[src/rtl/ps_stck_pkg.sv]
// ps_stck_pkg
// Shared definitions for the program-sequencer stack unit.
//   - STK_* : bit positions inside the 7-bit sticky/status word
//             {lp_ovf, lp_full, lp_empty, pc_unf, pc_ovf, pc_full, pc_empty}
//   - lp_entry_t : loop-stack entry layout at the default 16-bit widths
//                  (loop top, loop end address, loop count), MSB first.
package ps_stck_pkg;

  localparam int STK_PC_EMPTY = 0;
  localparam int STK_PC_FULL  = 1;
  localparam int STK_PC_OVF   = 2;
  localparam int STK_PC_UNF   = 3;
  localparam int STK_LP_EMPTY = 4;
  localparam int STK_LP_FULL  = 5;
  localparam int STK_LP_OVF   = 6;
  localparam int STK_W        = 7;

  localparam int LP_AW = 16;
  localparam int LP_CW = 16;

  typedef struct packed {
    logic [LP_AW-1:0] top;
    logic [LP_AW-1:0] lend;
    logic [LP_CW-1:0] cnt;
  } lp_entry_t;

endpackage

[src/rtl/ps_lifo.sv]
// ps_lifo
// Generic register-file LIFO used for both the PC stack and the loop stack.
// Ports:
//   clk, rst_n        clock, asynchronous active-low reset (pointer only)
//   i_en              update enable (stall/halt gating from the parent)
//   i_push, i_wdata   push request and data
//   i_pop             pop request; push+pop together replaces the top entry
//   i_repl, i_rdata   in-place rewrite of the current top entry (ignored on
//                     pop or when empty); may coincide with a plain push
//   o_top             top entry, 0 when empty
//   o_pntr            occupancy
//   o_full, o_empty   occupancy flags
//   o_ovf, o_unf      single-cycle pulses: push on full / pop on empty
module ps_lifo #(
  parameter int WIDTH = 16,
  parameter int DEPTH = 8,
  localparam int PW   = $clog2(DEPTH + 1)
) (
  input  logic             clk,
  input  logic             rst_n,
  input  logic             i_en,
  input  logic             i_push,
  input  logic             i_pop,
  input  logic [WIDTH-1:0] i_wdata,
  input  logic             i_repl,
  input  logic [WIDTH-1:0] i_rdata,
  output logic [WIDTH-1:0] o_top,
  output logic [PW-1:0]    o_pntr,
  output logic             o_full,
  output logic             o_empty,
  output logic             o_ovf,
  output logic             o_unf
);

  localparam int IW = (DEPTH > 1) ? $clog2(DEPTH) : 1;

  logic [WIDTH-1:0] r_mem [DEPTH];
  logic [PW-1:0]    r_pntr;
  logic [PW-1:0]    w_nxt_pntr;
  logic [PW-1:0]    w_top_pntr;
  logic [IW-1:0]    w_top_idx;
  logic [IW-1:0]    w_wr_idx;
  logic             w_wr;
  logic             w_repl;

  assign o_empty    = (r_pntr == '0);
  assign o_full     = (r_pntr == PW'(DEPTH));
  assign w_top_pntr = r_pntr - PW'(1);
  assign w_top_idx  = w_top_pntr[IW-1:0];
  assign o_top      = o_empty ? '0 : r_mem[w_top_idx];
  assign o_pntr     = r_pntr;

  always_comb begin
    w_nxt_pntr = r_pntr;
    w_wr       = 1'b0;
    w_wr_idx   = r_pntr[IW-1:0];
    w_repl     = 1'b0;
    o_ovf      = 1'b0;
    o_unf      = 1'b0;
    if (i_en) begin
      if (i_pop && o_empty) begin
        o_unf = 1'b1;
      end else if (i_push && i_pop) begin
        // pop-then-push collapses into an overwrite of the current top
        w_wr     = 1'b1;
        w_wr_idx = w_top_idx;
      end else if (i_pop) begin
        w_nxt_pntr = w_top_pntr;
      end else if (i_push) begin
        if (o_full) begin
          o_ovf = 1'b1;
        end else begin
          w_wr       = 1'b1;
          w_nxt_pntr = r_pntr + PW'(1);
        end
      end
      w_repl = i_repl & ~o_empty & ~i_pop;
    end
  end

  always_ff @(posedge clk or negedge rst_n) begin
    if (!rst_n) begin
      r_pntr <= '0;
    end else begin
      r_pntr <= w_nxt_pntr;
    end
  end

  // Storage is not reset: entries above the pointer are never observed.
  always_ff @(posedge clk) begin
    if (w_repl) begin
      r_mem[w_top_idx] <= i_rdata;
    end
    if (w_wr) begin
      r_mem[w_wr_idx] <= i_wdata;
    end
  end

endmodule

[src/rtl/ps_pc_loop_stck.sv]
// ps_pc_loop_stck
// Program-sequencer stack unit: PC (return-address) stack plus loop stack
// with loop-end detection, loop-back / zero-count-skip redirects and sticky
// status.  Optional macro PS_LCNTR_WR_EN adds ps_lcntr_wr/ps_lcntr_wdt, a
// ureg write path to the innermost loop counter.
// Ports:
//   clk, rst (async active-low), stallb (0 = freeze + no redirects)
//   ps_fetch_vld/ps_faddr            fetch address for loop-end compare
//   ps_call/ps_call_addr, ps_rtrn    call push / return pop
//   ps_pshstck/ps_stck_wdt, ps_popstck  explicit push / pop
//   ps_loop/_top/_end/_cnt           loop-start instruction
//   ps_stcky_clr                     clears the sticky ovf/unf bits
//   ps_pcstck, ps_pcstck_pntr        PC stack top / occupancy
//   ps_curlcntr, ps_laddr, ps_lp_pntr  innermost loop count / end / occupancy
//   ps_lp_jmp, ps_lp_skip, ps_lp_jmp_addr  fetch redirects
//   ps_stcky, ps_halt                status word, halt = pc_ovf | lp_ovf
module ps_pc_loop_stck
  import ps_stck_pkg::*;
#(
  parameter int AW       = 16,
  parameter int CW       = 16,
  parameter int PC_DEPTH = 8,
  parameter int LP_DEPTH = 4
) (
  input  logic                          clk,
  input  logic                          rst,
  input  logic                          stallb,
  input  logic                          ps_fetch_vld,
  input  logic [AW-1:0]                 ps_faddr,
  input  logic                          ps_call,
  input  logic [AW-1:0]                 ps_call_addr,
  input  logic                          ps_rtrn,
  input  logic                          ps_pshstck,
  input  logic                          ps_popstck,
  input  logic [AW-1:0]                 ps_stck_wdt,
  input  logic                          ps_loop,
  input  logic [AW-1:0]                 ps_loop_top,
  input  logic [AW-1:0]                 ps_loop_end,
  input  logic [CW-1:0]                 ps_loop_cnt,
  input  logic                          ps_stcky_clr,
`ifdef PS_LCNTR_WR_EN
  input  logic                          ps_lcntr_wr,
  input  logic [CW-1:0]                 ps_lcntr_wdt,
`endif
  output logic [AW-1:0]                 ps_pcstck,
  output logic [$clog2(PC_DEPTH+1)-1:0] ps_pcstck_pntr,
  output logic [CW-1:0]                 ps_curlcntr,
  output logic [AW-1:0]                 ps_laddr,
  output logic [$clog2(LP_DEPTH+1)-1:0] ps_lp_pntr,
  output logic                          ps_lp_jmp,
  output logic [AW-1:0]                 ps_lp_jmp_addr,
  output logic                          ps_lp_skip,
  output logic [STK_W-1:0]              ps_stcky,
  output logic                          ps_halt
);

  typedef struct packed {
    logic [AW-1:0] top;
    logic [AW-1:0] lend;
    logic [CW-1:0] cnt;
  } lp_ent_t;

  logic          w_en;
  logic          w_pc_push, w_pc_pop, w_pc_full, w_pc_empty, w_pc_ovf, w_pc_unf;
  logic [AW-1:0] w_pc_wdata;
  lp_ent_t       w_lp_top, w_lp_new, w_lp_mod;
  logic          w_lp_push, w_lp_pop, w_lp_repl;
  logic          w_lp_full, w_lp_empty, w_lp_ovf, w_lp_unf_unused;
  logic          w_hit, w_cnt_gt1;
  logic          r_pc_ovf, r_pc_unf, r_lp_ovf;

  assign ps_halt = r_pc_ovf | r_lp_ovf;
  assign w_en    = stallb & ~ps_halt;

  // PC stack: a call outranks an explicit push for the write data
  assign w_pc_push  = ps_call | ps_pshstck;
  assign w_pc_pop   = ps_rtrn | ps_popstck;
  assign w_pc_wdata = ps_call ? ps_call_addr : ps_stck_wdt;

  ps_lifo #(.WIDTH(AW), .DEPTH(PC_DEPTH)) u_pc_stck (
    .clk     (clk),
    .rst_n   (rst),
    .i_en    (w_en),
    .i_push  (w_pc_push),
    .i_pop   (w_pc_pop),
    .i_wdata (w_pc_wdata),
    .i_repl  (1'b0),
    .i_rdata ('0),
    .o_top   (ps_pcstck),
    .o_pntr  (ps_pcstck_pntr),
    .o_full  (w_pc_full),
    .o_empty (w_pc_empty),
    .o_ovf   (w_pc_ovf),
    .o_unf   (w_pc_unf)
  );

  // Loop-end detection looks at the innermost loop only; an outer loop
  // ending at the same address is caught on its next fetch.
  assign ps_curlcntr = w_lp_top.cnt;
  assign ps_laddr    = w_lp_top.lend;
  assign w_hit       = ps_fetch_vld & ~w_lp_empty & (ps_faddr == w_lp_top.lend);
  assign w_cnt_gt1   = (w_lp_top.cnt > CW'(1));
  // count 0 (only reachable through a counter write) also falls through
  assign w_lp_pop    = w_hit & ~w_cnt_gt1;
  assign w_lp_push   = ps_loop & (ps_loop_cnt != '0);
  assign w_lp_new    = {ps_loop_top, ps_loop_end, ps_loop_cnt};

  always_comb begin
    w_lp_mod  = w_lp_top;
    w_lp_repl = 1'b0;
    if (w_hit && w_cnt_gt1) begin
      w_lp_repl    = 1'b1;
      w_lp_mod.cnt = w_lp_top.cnt - CW'(1);
    end
`ifdef PS_LCNTR_WR_EN
    if (ps_lcntr_wr) begin
      w_lp_repl    = 1'b1;
      w_lp_mod.cnt = ps_lcntr_wdt;
    end
`endif
  end

  ps_lifo #(.WIDTH($bits(lp_ent_t)), .DEPTH(LP_DEPTH)) u_lp_stck (
    .clk     (clk),
    .rst_n   (rst),
    .i_en    (w_en),
    .i_push  (w_lp_push),
    .i_pop   (w_lp_pop),
    .i_wdata (w_lp_new),
    .i_repl  (w_lp_repl),
    .i_rdata (w_lp_mod),
    .o_top   (w_lp_top),
    .o_pntr  (ps_lp_pntr),
    .o_full  (w_lp_full),
    .o_empty (w_lp_empty),
    .o_ovf   (w_lp_ovf),
    .o_unf   (w_lp_unf_unused)
  );

  assign ps_lp_jmp  = w_en & w_hit & w_cnt_gt1;
  assign ps_lp_skip = w_en & ps_loop & (ps_loop_cnt == '0);

  // The skip belongs to an instruction further down the pipe than the
  // fetch being compared, so it owns the shared target when both fire.
  always_comb begin
    ps_lp_jmp_addr = '0;
    if (ps_lp_skip) begin
      ps_lp_jmp_addr = ps_loop_end + AW'(1);
    end else if (ps_lp_jmp) begin
      ps_lp_jmp_addr = w_lp_top.top;
    end
  end

  // Clear is not gated by halt so a halted sequencer can be recovered.
  always_ff @(posedge clk or negedge rst) begin
    if (!rst) begin
      r_pc_ovf <= 1'b0;
      r_pc_unf <= 1'b0;
      r_lp_ovf <= 1'b0;
    end else if (ps_stcky_clr) begin
      r_pc_ovf <= 1'b0;
      r_pc_unf <= 1'b0;
      r_lp_ovf <= 1'b0;
    end else begin
      r_pc_ovf <= r_pc_ovf | w_pc_ovf;
      r_pc_unf <= r_pc_unf | w_pc_unf;
      r_lp_ovf <= r_lp_ovf | w_lp_ovf;
    end
  end

  always_comb begin
    ps_stcky               = '0;
    ps_stcky[STK_PC_EMPTY] = w_pc_empty;
    ps_stcky[STK_PC_FULL]  = w_pc_full;
    ps_stcky[STK_PC_OVF]   = r_pc_ovf;
    ps_stcky[STK_PC_UNF]   = r_pc_unf;
    ps_stcky[STK_LP_EMPTY] = w_lp_empty;
    ps_stcky[STK_LP_FULL]  = w_lp_full;
    ps_stcky[STK_LP_OVF]   = r_lp_ovf;
  end

endmodule

[config.mk]
export PLATFORM = sky130hd
export DESIGN_NAME = ps_pc_loop_stck
export DESIGN_NICKNAME = d
export VERILOG_FILES = /design/src/rtl/ps_stck_pkg.sv /design/src/rtl/ps_lifo.sv /design/src/rtl/ps_pc_loop_stck.sv
export SDC_FILE = /design/constraint.sdc
export NUM_CORES = 1
export LEC_CHECK = 0
export BUFFER_PORTS_ARGS = -buffer_cell sky130_fd_sc_hd__buf_2
export CAP_MARGIN = 20
export CORE_MARGIN = 3
export CORE_UTILIZATION = 30
export CTS_BUF_LIST = sky130_fd_sc_hd__clkbuf_16
export DETAILED_ROUTE_END_ITERATION = 8
export GPL_TIMING_DRIVEN = 0
export RECOVER_POWER = 25
export SKIP_CTS_REPAIR_TIMING = 1
export SYNTH_ARGS = -nofsm -noshare
export SYNTH_HDL_FRONTEND = slang
export SYNTH_SLANG_ARGS = --single-unit
[constraint.sdc]
create_clock -name clk -period 5.9 [get_ports clk]
set_input_delay 1.18 -clock clk [delete_from_list [all_inputs] [get_ports clk]]
set_output_delay 1.18 -clock clk [all_outputs]
set_load 0.02 [all_outputs]
==> impl_results.md <==
* Status: complete, but fails checks
* Violated checks: capacitance limit, slew limit
* Worst-case clock skew at 0.0324 ns
* Worst-skew pair later-pin latency at 0.58 ns
* Iteration-0 DRC count of the detailed router at 812
* Final Hold Violating Endpoints at 0
* Most common library cell in the layout ignoring fill and taps: sky130_fd_sc_hd__edfxtp_1
* Detailed placement HPWL at 33800 um
* Filler cell count in the final layout at 5251
* Post-Route Setup TNS at 0 ns
* Top area cells in the synthesized netlist: sky130_fd_sc_hd__edfxtp_1 (57%), sky130_fd_sc_hd__mux2_2 (12%), sky130_fd_sc_hd__mux4_2 (9.3%), sky130_fd_sc_hd__nand2_1 (1.9%), sky130_fd_sc_hd__mux2_4 (1.6%)
* Worst path most repeated cell: sky130_fd_sc_hd__buf_12
* Max frequency at 0.172 GHz
* Primary FF master, synth: sky130_fd_sc_hd__edfxtp_1
* Slowest stage cell on the critical path: sky130_fd_sc_hd__or4_4
* First-pass GRT wire length at 72300 um
* Synth top area share at 56.9%
* Clock buffer count from CTS at 40
* Effective utilization at floorplan at 30.5%
* Largest driver fanout on the critical path at 8
* Post-placement worst setup slack at -0.855 ns
* Die Span X at 243 um
* EDFF count, synth at 320
* CTS H-Tree Depth at 2
* Maximum vdd ir drop at 362 uV
* Category of the critical setup timing path: register to primary output
* Shortest period the worst path allows at 5.83 ns
* I/O Buffers at 182
* Synthesis-to-finish area growth at 22.6%
* Via density per instance at 5.04
* Warning count from the yosys run at 0
* Maximum buffer depth of the clock tree at 3
* Startpoint of the lowest-slack register-to-register path: u_lp_stck.o_pntr[0]$_DFFE_PN0P_
* Post-CTS clock slew at the launch and capture registers of the worst setup and hold paths at 0.06 ns
* Placeable core region at 0.0554 mm2
* Routed via count at 10900
* Top-level I/O count at 187
* Capturing element type of the critical path: primary output
* Leakage power summed over all cells at 7.49 nW
* Number of cells produced by synthesis at 1120
* Buffers and inverters on the worst path at 8
* Worst-margin pin slew at 1.63 ns
* Max Slew Vio Count at 11
* Number of detailed-route iterations in the first pass at 5
* Largest net degree at the start of global routing at 49
* Avg Inst Size Synth at 15.1 um2
* Sort of element at the start of the critical path: register
* Gr ovfl total at 0
* Std cell rows at 86
* Final nets at 1487
* Post-route worst setup slack at 0.0715 ns
* Commonest non-fill, non-tap cells in the layout: sky130_fd_sc_hd__edfxtp_1 (320), sky130_fd_sc_hd__buf_2 (172), sky130_fd_sc_hd__mux2_2 (159), sky130_fd_sc_hd__nand2_1 (82), sky130_fd_sc_hd__mux4_2 (70)
* Slew margin rel. at -8.82%
* # clock sinks at 330
* Crit path largest cell delay at 0.59 ns
* Summed instance area of the synthesized netlist at 0.0169 mm2
* Share of flip-flops with an asynchronous set or reset after synthesis at 3.03%
* Die span in y at 243 um
* CP Data Arrival Time at 4.65 ns
* Number of global-route vias before repair at 11100
* Critical path's top delay family: simple AND/OR/NAND/NOR gates
* Post-route DRC at 0
* Critical path, cell by cell: buf_12, buf_12, inv_6, buf_12, ha_4, buf_12, clkbuf_16, mux2i_1, o22ai_1, o22ai_1, or4_4, or3_4, nor3_4, buf_6, nand2_8, o22ai_4, buf_4
* MaxCap Viol Count at 1
* CP Launch Point: u_lp_stck.o_pntr[0]$_DFFE_PN0P_
* Antenna violations before repair at 9
* Min-delay src: r_pc_unf$_DFF_PN0_
* Cell chosen for the clock root: sky130_fd_sc_hd__clkbuf_16
* CTS tree: built
* Routed Antenna Nets at 0
* Sum of internal, switching and leakage power at 12.4 mW
* Power per Cell Area at 598 mW/mm2
* Post-detailed-route wirelength per cell at 22.9 um
* Number of placed cells counting well taps at 2060
* Share of the clock period used by the worst path at 98.8%
* Fraction of final layout cells sized beyond drive strength 1 at 42.3%
* Total global-route track usage at 16.3%
* Final weighted congestion in routability-driven placement at 0.824
* Syn Nets at 1237
* Number of unique standard cell types used by synthesis at 60
* Cell type with the highest aggregate area in the netlist: sky130_fd_sc_hd__edfxtp_1
* Finished Core Util at 37.4%
* Part of the Yosys area used for sequential elements at 58.4%
* Hold/Removal Path Class: register to register
* Number of standard cells in the final layout excluding fillers at 2156
* Number of flip-flops and latches in the synthesized netlist at 330
* Final Routed Wirelength at 49400 um
* Die Area at 0.0592 mm2
* # setup viols final at 0
* Endpoint required time on the critical path at 4.72 ns
==> worst reg2reg max path, cell delays in order (launching register included) <==
cell and delay [ns]:
sky130_fd_sc_hd__dfrtp_2 0.39, sky130_fd_sc_hd__buf_12 0.15, sky130_fd_sc_hd__buf_12 0.13, sky130_fd_sc_hd__inv_6 0.05
sky130_fd_sc_hd__buf_12 0.13, sky130_fd_sc_hd__ha_4 0.30, sky130_fd_sc_hd__buf_12 0.14, sky130_fd_sc_hd__buf_12 0.15
sky130_fd_sc_hd__buf_6 0.19, sky130_fd_sc_hd__mux2_2 0.35, sky130_fd_sc_hd__o21ai_0 0.13, sky130_fd_sc_hd__or2_2 0.15
sky130_fd_sc_hd__ha_2 0.27, sky130_fd_sc_hd__nor2_1 0.11, sky130_fd_sc_hd__nor4b_4 0.42, sky130_fd_sc_hd__nand2_1 0.18
sky130_fd_sc_hd__nor3_4 0.42, sky130_fd_sc_hd__nor4_1 0.12, sky130_fd_sc_hd__o21ai_2 0.31, sky130_fd_sc_hd__buf_6 0.23
sky130_fd_sc_hd__buf_6 0.23, sky130_fd_sc_hd__nand2_4 0.48
==> routing by layer <==
metal / vias to the layer above / track usage, % / wire (um)
li1: 4835 / - / -
met1: 5535 / 20.5 / 19600
met2: 393 / 27.0 / 24000
met3: 92 / 4.15 / 4000
met4: 8 / 6.47 / 1780
met5: - / 0 / 53
==> flip-flops by register name, indices dropped and copies added (netlist names) <==
register          cells
r_pc_ovf              1
r_lp_ovf              1
u_pc_stck.r_mem     128
u_lp_stck.r_mem     192
r_pc_unf              1
u_lp_stck.o_pntr      3
u_pc_stck.o_pntr      4
==> kinds of logic (layout without fill, tap and decap cells) <==
logic type,count (synthesis),count (layout),synth area share [%]
AO/OA/AOI/OAI,86,86,3.30
XOR/XNOR,39,39,2.02
adder cells (fa/ha/maj),11,11,0.815
buffers and inverters,111,389,3.26
flip-flops,330,330,58.4
multiplexers,303,303,25.1
other,0,9,0
AND/OR/NAND/NOR,240,241,7.11
==> power by group <==
group	total (mW)	switching, mW	internal, mW	leakage, nW
sequential	3.47	0.103	3.36	3.04
clock	2.25	1.01	1.25	0.619
combinational	6.67	3.69	2.98	3.83
total	12.4	4.79	7.59	7.49
==> stage by stage <==
stage,instance area [um2],hold WS [ns]
floorplan,16900,0.464
global placement,18700,0.489
detailed placement,18900,0.510
CTS,20100,0.468
global route,20700,0.567
finish,20700,0.524
==> path summary, 6_finish.rpt <==
kind	endpoint	slack, ns	cells after the start
min in group asynchronous	u_lp_stck.o_pntr[2]$_DFFE_PN0P_	0.66	1
worst min register to register	r_pc_unf$_DFF_PN0_	0.52	2
worst min-delay path	r_pc_unf$_DFF_PN0_	0.52	2
worst max-delay path	ps_lp_jmp_addr[4]	0.07	17
worst max register to register	u_lp_stck.r_mem[0][32]$_DFFE_PP_	0.38	21
max in group asynchronous	u_lp_stck.o_pntr[0]$_DFFE_PN0P_	4.71	1
==> area by class of cell <==
| class | instances | area (um2) | share of cell area, % |
|---|---|---|---|
| multi-input combinational | 680 | 6810 | 32.9 |
| timing repair buffer | 210 | 1240 | 5.98 |
| antenna | 9 | 22.5 | 0.109 |
| sequential | 330 | 9860 | 47.6 |
| clock buffer | 40 | 1000 | 4.83 |
| inverter | 37 | 144 | 0.695 |
| buffer | 71 | 495 | 2.39 |
| clock inverter | 31 | 200 | 0.967 |
| tap | 748 | 936 | 4.52 |
==> synthesized netlist by cell type, drive strengths merged, types with 3 or more instances <==
library cell / n
edfxtp: 320
nand2: 89
a31oi: 4
a32oi: 3
mux2: 211
nand4: 5
o21ai: 17
mux2i: 22
and2: 33
inv: 36
nor2: 41
o22ai: 19
a32o: 8
or2: 4
buf: 44
nand3: 21
xnor2: 28
mux4: 70
nor3: 15
ha: 11
nor4: 8
a21oi: 24
nand3b: 3
xor2: 11
nor3b: 4
dfrtp: 10
clkbuf: 30
and3: 6
Note: power is estimated with default switching activity, not from simulation.
